<file path="src/rtl/stage_tl.sv">
// ---------------------------------------------------------------------------
// stage_tl : translate stage between execute and the data cache.
//
// Registers the EXTL bundle toward the cache stage (1-cycle latency), looks up
// the ALU virtual address (tl_data) in a small fully-associative DTLB, and
// services TLB-write instructions (DTLB locally, ITLB forwarded to fetch).
//
// Ports
//   clk, rst            clock, synchronous active-high reset
//   stall               hold every dc_* register, suppress TLB writes
//   flush               squash the instruction entering this cycle
//   vm_on               1 = translate memory ops, 0 = identity mapping
//   tl_*                EXTL bundle from execute
//   dc_*                registered bundle toward the cache stage
//   dc_paddr            physical address (PADDR_W bits)
//   dc_dtlb_miss        memory op missed the DTLB
//   dc_fault_vaddr      faulting virtual address on a miss, else 0
//   itlbw_valid/vpn/ppn one-cycle ITLB write toward fetch
// ---------------------------------------------------------------------------
module stage_tl #(
  parameter int DTLB_ENTRIES = 4,
  parameter int PADDR_W      = 20
) (
  input  logic                 clk,
  input  logic                 rst,
  input  logic                 stall,
  input  logic                 flush,
  input  logic                 vm_on,
  input  logic                 tl_thread,
  input  logic                 tl_isvalid,
  input  logic                 tl_itlb_miss,
  input  logic [31:0]          tl_pc,
  input  logic [31:0]          tl_data,
  input  logic [31:0]          tl_mul,
  input  logic [31:0]          tl_r2,
  input  logic [4:0]           tl_dst,
  input  logic                 tl_isequal,
  input  logic                 tl_flag_mem,
  input  logic                 tl_flag_store,
  input  logic                 tl_flag_isbyte,
  input  logic                 tl_flag_mul,
  input  logic                 tl_flag_reg,
  input  logic                 tl_flag_jump,
  input  logic                 tl_flag_branch,
  input  logic                 tl_flag_iret,
  input  logic [1:0]           tl_flag_tlbwrite,
  output logic                 dc_thread,
  output logic                 dc_isvalid,
  output logic                 dc_itlb_miss,
  output logic [31:0]          dc_pc,
  output logic [31:0]          dc_data,
  output logic [31:0]          dc_mul,
  output logic [31:0]          dc_r2,
  output logic [4:0]           dc_dst,
  output logic                 dc_isequal,
  output logic                 dc_flag_mem,
  output logic                 dc_flag_store,
  output logic                 dc_flag_isbyte,
  output logic                 dc_flag_mul,
  output logic                 dc_flag_reg,
  output logic                 dc_flag_jump,
  output logic                 dc_flag_branch,
  output logic                 dc_flag_iret,
  output logic [PADDR_W-1:0]   dc_paddr,
  output logic                 dc_dtlb_miss,
  output logic [31:0]          dc_fault_vaddr,
  output logic                 itlbw_valid,
  output logic [19:0]          itlbw_vpn,
  output logic [PADDR_W-13:0]  itlbw_ppn
);

  localparam int PTR_W = $clog2(DTLB_ENTRIES);
  localparam int PPN_W = PADDR_W - 12;

  // DTLB storage: the arrays hold contents only, validity lives in valid_reg
  // so only that vector and the pointer need a reset.
  logic [19:0]             vpn_reg [DTLB_ENTRIES];
  logic [PPN_W-1:0]        ppn_reg [DTLB_ENTRIES];
  logic [DTLB_ENTRIES-1:0] valid_reg;
  logic [PTR_W-1:0]        ptr_reg;

  logic [DTLB_ENTRIES-1:0] hit_vec;
  logic                    lookup_hit;
  logic [PTR_W-1:0]        hit_idx;
  logic [PPN_W-1:0]        hit_ppn;

  genvar gi;
  generate
    for (gi = 0; gi < DTLB_ENTRIES; gi++) begin : g_cmp
      assign hit_vec[gi] = valid_reg[gi] && (vpn_reg[gi] == tl_data[31:12]);
    end
  endgenerate

  assign lookup_hit = |hit_vec;

  // Writes never create a duplicate VPN, so hit_vec is at most one-hot and
  // an OR-reduction yields the matching index and ppn directly.
  always_comb begin
    hit_idx = '0;
    hit_ppn = '0;
    for (int i = 0; i < DTLB_ENTRIES; i++) begin
      if (hit_vec[i]) begin
        hit_idx = hit_idx | PTR_W'(i);
        hit_ppn = hit_ppn | ppn_reg[i];
      end
    end
  end

  logic               translate;
  logic               miss_next;
  logic [PADDR_W-1:0] paddr_next;
  logic [31:0]        fault_next;
  logic               advance;
  logic               dtlb_we;
  logic               itlb_we;
  logic [PTR_W-1:0]   wr_idx;

  assign translate  = tl_isvalid && tl_flag_mem && vm_on;
  assign miss_next  = translate && !lookup_hit;
  assign paddr_next = !translate ? tl_data[PADDR_W-1:0] :
                      lookup_hit ? {hit_ppn, tl_data[11:0]} : '0;
  assign fault_next = miss_next ? tl_data : 32'd0;

  assign advance = !stall && !flush;
  assign dtlb_we = advance && tl_isvalid && (tl_flag_tlbwrite == 2'd2);
  assign itlb_we = advance && tl_isvalid && (tl_flag_tlbwrite == 2'd1);
  // Rewriting an existing VPN reuses its slot, which keeps entries unique.
  assign wr_idx  = lookup_hit ? hit_idx : ptr_reg;

  always_ff @(posedge clk) begin
    if (rst) begin
      valid_reg <= '0;
      ptr_reg   <= '0;
    end else if (dtlb_we) begin
      valid_reg[wr_idx] <= 1'b1;
      if (!lookup_hit) begin
        ptr_reg <= ptr_reg + 1'b1;  // power-of-two depth: wraps naturally
      end
    end
  end

  always_ff @(posedge clk) begin
    if (!rst && dtlb_we) begin
      vpn_reg[wr_idx] <= tl_data[31:12];
      ppn_reg[wr_idx] <= tl_r2[PADDR_W-1:12];
    end
  end

  // Output registers. flush outranks stall: a flushed slot still loads, but
  // as a bubble.
  always_ff @(posedge clk) begin
    if (rst) begin
      dc_thread      <= 1'b0;
      dc_isvalid     <= 1'b0;
      dc_itlb_miss   <= 1'b0;
      dc_pc          <= '0;
      dc_data        <= '0;
      dc_mul         <= '0;
      dc_r2          <= '0;
      dc_dst         <= '0;
      dc_isequal     <= 1'b0;
      dc_flag_mem    <= 1'b0;
      dc_flag_store  <= 1'b0;
      dc_flag_isbyte <= 1'b0;
      dc_flag_mul    <= 1'b0;
      dc_flag_reg    <= 1'b0;
      dc_flag_jump   <= 1'b0;
      dc_flag_branch <= 1'b0;
      dc_flag_iret   <= 1'b0;
      dc_paddr       <= '0;
      dc_dtlb_miss   <= 1'b0;
      dc_fault_vaddr <= '0;
      itlbw_valid    <= 1'b0;
      itlbw_vpn      <= '0;
      itlbw_ppn      <= '0;
    end else begin
      itlbw_valid <= itlb_we;
      if (itlb_we) begin
        itlbw_vpn <= tl_data[31:12];
        itlbw_ppn <= tl_r2[PADDR_W-1:12];
      end
      if (flush || !stall) begin
        dc_thread      <= tl_thread;
        dc_isvalid     <= tl_isvalid && !flush;
        dc_itlb_miss   <= tl_itlb_miss;
        dc_pc          <= tl_pc;
        dc_data        <= tl_data;
        dc_mul         <= tl_mul;
        dc_r2          <= tl_r2;
        dc_dst         <= tl_dst;
        dc_isequal     <= tl_isequal;
        dc_flag_mem    <= tl_flag_mem;
        dc_flag_store  <= tl_flag_store;
        dc_flag_isbyte <= tl_flag_isbyte;
        dc_flag_mul    <= tl_flag_mul;
        dc_flag_reg    <= tl_flag_reg;
        dc_flag_jump   <= tl_flag_jump;
        dc_flag_branch <= tl_flag_branch;
        dc_flag_iret   <= tl_flag_iret;
        dc_paddr       <= paddr_next;
        dc_dtlb_miss   <= miss_next && !flush;
        dc_fault_vaddr <= fault_next;
      end
    end
  end

endmodule

</file>
<file path="config.mk">
export PLATFORM = sky130hd
export DESIGN_NAME = stage_tl
export DESIGN_NICKNAME = d
export VERILOG_FILES = /design/src/rtl/stage_tl.sv
export SDC_FILE = /design/constraint.sdc
export NUM_CORES = 1
export LEC_CHECK = 0
export BUFFER_PORTS_ARGS = -buffer_cell sky130_fd_sc_hd__buf_2
export CORE_MARGIN = 1
export CORE_UTILIZATION = 52
export CTS_CLUSTER_DIAMETER = 150
export DETAILED_ROUTE_END_ITERATION = 7
export PLACE_DENSITY = 0.8
export SLEW_MARGIN = 20
export SYNTH_ARGS = -nofsm -noshare
export SYNTH_HDL_FRONTEND = slang
export SYNTH_SLANG_ARGS = --single-unit
export TNS_END_PERCENT = 30
</file>
<file path="constraint.sdc">
create_clock -name clk -period 5.1 [get_ports clk]
set_input_delay 0.765 -clock clk [delete_from_list [all_inputs] [get_ports clk]]
set_output_delay 0.765 -clock clk [all_outputs]
set_load 0.005 [all_outputs]
</file>
==> results.md <==
- RSZ-0062 raised after global routing: false
- Number of nets still failing antenna checks after routing: 0
- Post-CTS repair timing setup buffer count: 0
- WP data required: 5.29 ns
- Number of pins exceeding their max-slew limit in the final report: 0
- Initial DRC Count: 1,160
- Max_cap viols: 0
- Yosys cell types: 50
- Setup Viol. Count Final: 0
- Slew at the pin closest to its max-slew limit: 0.953 ns
- Leakage power total: 7.23 nW
- Final weighted congestion in routability-driven placement: 0.954
- Net count of the finished layout: 1,815
- Clock period minus final worst setup slack: 3.27 ns
- Bufs on Longest Clock Path: 3
- Number of I/O pins: 379
- Net switching fraction of the power: 0.227
- CTS tree: yes
- Layout cell share with drive strength beyond 1: 0.295
- Type of the tightest min-delay check: flop to flop
- Register share of total power: 0.476
- Synthesized area: 0.0133 mm²
- Hold Fails Final Rpt: 0
- Core region area: 0.0251 mm²
- Internal Power: 0.00482 W
- Maximum number of pins on one net before global-route repair: 114
- Number of search-and-repair iterations in the first detailed-routing pass: 6
- Floorplan die area: 0.0262 mm²
- Number of buffers inserted during clock tree synthesis: 36
- Initial Util: 0.530
- Wirelength per Cell: 19.8 µm
- Sequential cell area fraction in the yosys report: 0.603
- Total global routing overflow: 0
- Number of global-route vias before repair: 10,400
- Vias per inst: 5.50
- Count of yosys warnings during synthesis: 0
- Register bit count reported by yosys: 345
- DIE WIDTH: 162 µm
- Half-perimeter wire length after detailed placement: 27,600 µm
- CTS root buf: sky130_fd_sc_hd__clkbuf_16
- Worst setup SP type: input pin
- Utilization after layout: 0.660
- Count of cells resized by post-cts repair: 0
- Leading cell type in the layout, fill and taps excluded: sky130_fd_sc_hd__buf_2
- Clock latency at the later pin of the worst-skew pair: 0.52 ns
- Syn-to-layout area delta: 24.5%
- Highest achievable clock rate: 306 MHz
- Global-route wire length before repair: 59,500 µm
- Classification of the worst setup path: input pin to flop
- Clock sink count: 345
- Register clock-pin slew on the reported worst setup and hold paths: 0.06 ns
- Routed wire length: 40,100 µm
- Worst endpoint data arrival time: 3.46 ns
- Relative contribution of combinational cells to total power: 0.078
- Post-synthesis net count: 1,486
- Crit Path Max Fanout: 18
- Final non-filler cell area: 0.0166 mm²
- Post-route DRC: 0
- Outcome: completed
- Max FFs per register: 80
- Buffers on Ports: 378
- Chip height: 162 µm
- Clock network fraction of total power: 0.447
- Number of instances in the synthesized netlist: 1,334
- Number of synthesized flops with an enable pin: 112
- Commonest cells after routing, fill and taps aside: 377 x sky130_fd_sc_hd__buf_2, 351 x sky130_fd_sc_hd__nand2_1, 233 x sky130_fd_sc_hd__dfxtp_1
- Post-place instance area: 0.0153 mm²
- Vias after detailed routing: 11,100
- Number of antenna violations at the first check in global routing: 3
- Fraction of the cycle the final worst path needs: 0.641
- Largest voltage drop on the vdd net: 304 µV
- Row count: 58
- H-tree depth: 2
- Remaining max-slew budget at the tightest pin: 0.364
- Count of hold-fix buffers inserted at cts: 0
- Crit path capture type: flop
- # placed instances: 1,955
- Sw Pwr: 0.00142 W
- Mean post-synth cell area: 9.98 µm²
- Post-route insts no fill: 2,022
- Flip-flop cell with the highest count after synthesis: sky130_fd_sc_hd__dfxtp_1
- Clock skew: 0.00846 ns
- Fraction of registers with async set/reset: 0
- Tot GR Track Use: 0.296
- Total negative slack: 0 ns
- Power Density: 376 mW/mm²
==> area by class of cell <==
class,count,area (µm²)
Fill cell,2031,8540
Sequential cell,345,8030
Multi-Input combinational cell,859,4710
Timing Repair Buffer,391,2030
Clock buffer,55,1110
Tap cell,330,413
Clock inverter,11,165
Inverter,30,113
Antenna cell,1,2.50
==> cell families (layout without fill, tap and decap cells) <==
group | Yosys count | count (layout) | synth area share
other cells | 0 | 1 | 0
xor+xnor | 80 | 80 | 0.0569
flops | 345 | 345 | 0.603
simple gates | 532 | 532 | 0.178
mux | 1 | 1 | 0.000846
buf+inv | 130 | 487 | 0.0466
compound gates | 246 | 246 | 0.114
==> power by group through the flow <==
stage               clock network, W  logic [W]  registers (W)
floorplan                          0   0.000235        0.00303
global placement                   0   0.000469        0.00302
detailed placement                 0   0.000477        0.00302
CTS                          0.00281   0.000481        0.00297
global route                 0.00292   0.000528        0.00298
finish                       0.00279   0.000484        0.00297
==> per-stage QoR <==
stage	total power [W]	setup WS [ns]	hold slack, ns
floorplan	0.00327	0.634	0.448
global placement	0.00349	1.44	0.435
detailed placement	0.00350	1.35	0.441
CTS	0.00626	1.91	0.448
global route	0.00642	1.77	0.463
finish	0.00624	1.83	0.446
==> worst max-delay path, stage by stage <==
cell and delay (ns):
sky130_fd_sc_hd__buf_2 0.19, sky130_fd_sc_hd__xor2_1 0.21, sky130_fd_sc_hd__nor4_1 0.44, sky130_fd_sc_hd__nor3b_2 0.36
sky130_fd_sc_hd__nand2_1 0.14, sky130_fd_sc_hd__a311o_1 0.41, sky130_fd_sc_hd__nor2_2 0.52, sky130_fd_sc_hd__buf_4 0.40
==> per-layer routing <==
layer	global-route usage	up-vias	share of wire
met5	0	-	0.00057
met4	0.104	4	0.029
met3	0.0784	88	0.094
met2	0.456	544	0.46
met1	0.404	5234	0.42
li1	-	5244	-
==> worst paths after layout <==
kind,start,to,slack (ns),depth (start not counted)
max,tl_data[14],vpn_reg[1][4]$_DFFE_PP_,1.83,8
min,dc_pc[25]$_SDFFE_PP0P_,dc_pc[25]$_SDFFE_PP0P_,0.45,2
min reg2reg,dc_pc[25]$_SDFFE_PP0P_,dc_pc[25]$_SDFFE_PP0P_,0.45,2
max reg2reg,vpn_reg[0][2]$_DFFE_PP_,vpn_reg[1][4]$_DFFE_PP_,1.94,7
==> synthesized netlist by cell type (3+ instances only) <==
| master | n | area, µm² |
|---|---|---|
| sky130_fd_sc_hd__nor2_1 | 11 | 41.3 |
| sky130_fd_sc_hd__edfxtp_1 | 112 | 3360 |
| sky130_fd_sc_hd__a32o_1 | 9 | 90.1 |
| sky130_fd_sc_hd__dfxtp_1 | 233 | 4660 |
| sky130_fd_sc_hd__buf_1 | 7 | 26.3 |
| sky130_fd_sc_hd__o21ai_2 | 20 | 175 |
| sky130_fd_sc_hd__a2111o_1 | 8 | 90.1 |
| sky130_fd_sc_hd__xor2_2 | 5 | 81.3 |
| sky130_fd_sc_hd__a21oi_1 | 173 | 866 |
| sky130_fd_sc_hd__nand2b_1 | 3 | 18.8 |
| sky130_fd_sc_hd__nor3_1 | 35 | 175 |
| sky130_fd_sc_hd__and3_1 | 17 | 106 |
| sky130_fd_sc_hd__a221o_1 | 8 | 80.1 |
| sky130_fd_sc_hd__buf_4 | 9 | 67.6 |
| sky130_fd_sc_hd__nor4_1 | 32 | 200 |
| sky130_fd_sc_hd__nor3b_2 | 3 | 37.5 |
| sky130_fd_sc_hd__nand3_1 | 60 | 300 |
| sky130_fd_sc_hd__clkbuf_1 | 70 | 263 |
| sky130_fd_sc_hd__xor2_1 | 74 | 648 |
| sky130_fd_sc_hd__nand2_1 | 351 | 1320 |
| sky130_fd_sc_hd__inv_1 | 30 | 113 |
| sky130_fd_sc_hd__o21ai_0 | 15 | 75.1 |
| sky130_fd_sc_hd__nand4_1 | 5 | 31.3 |
| sky130_fd_sc_hd__buf_6 | 13 | 146 |
Power figures use the tool's default switching activity.
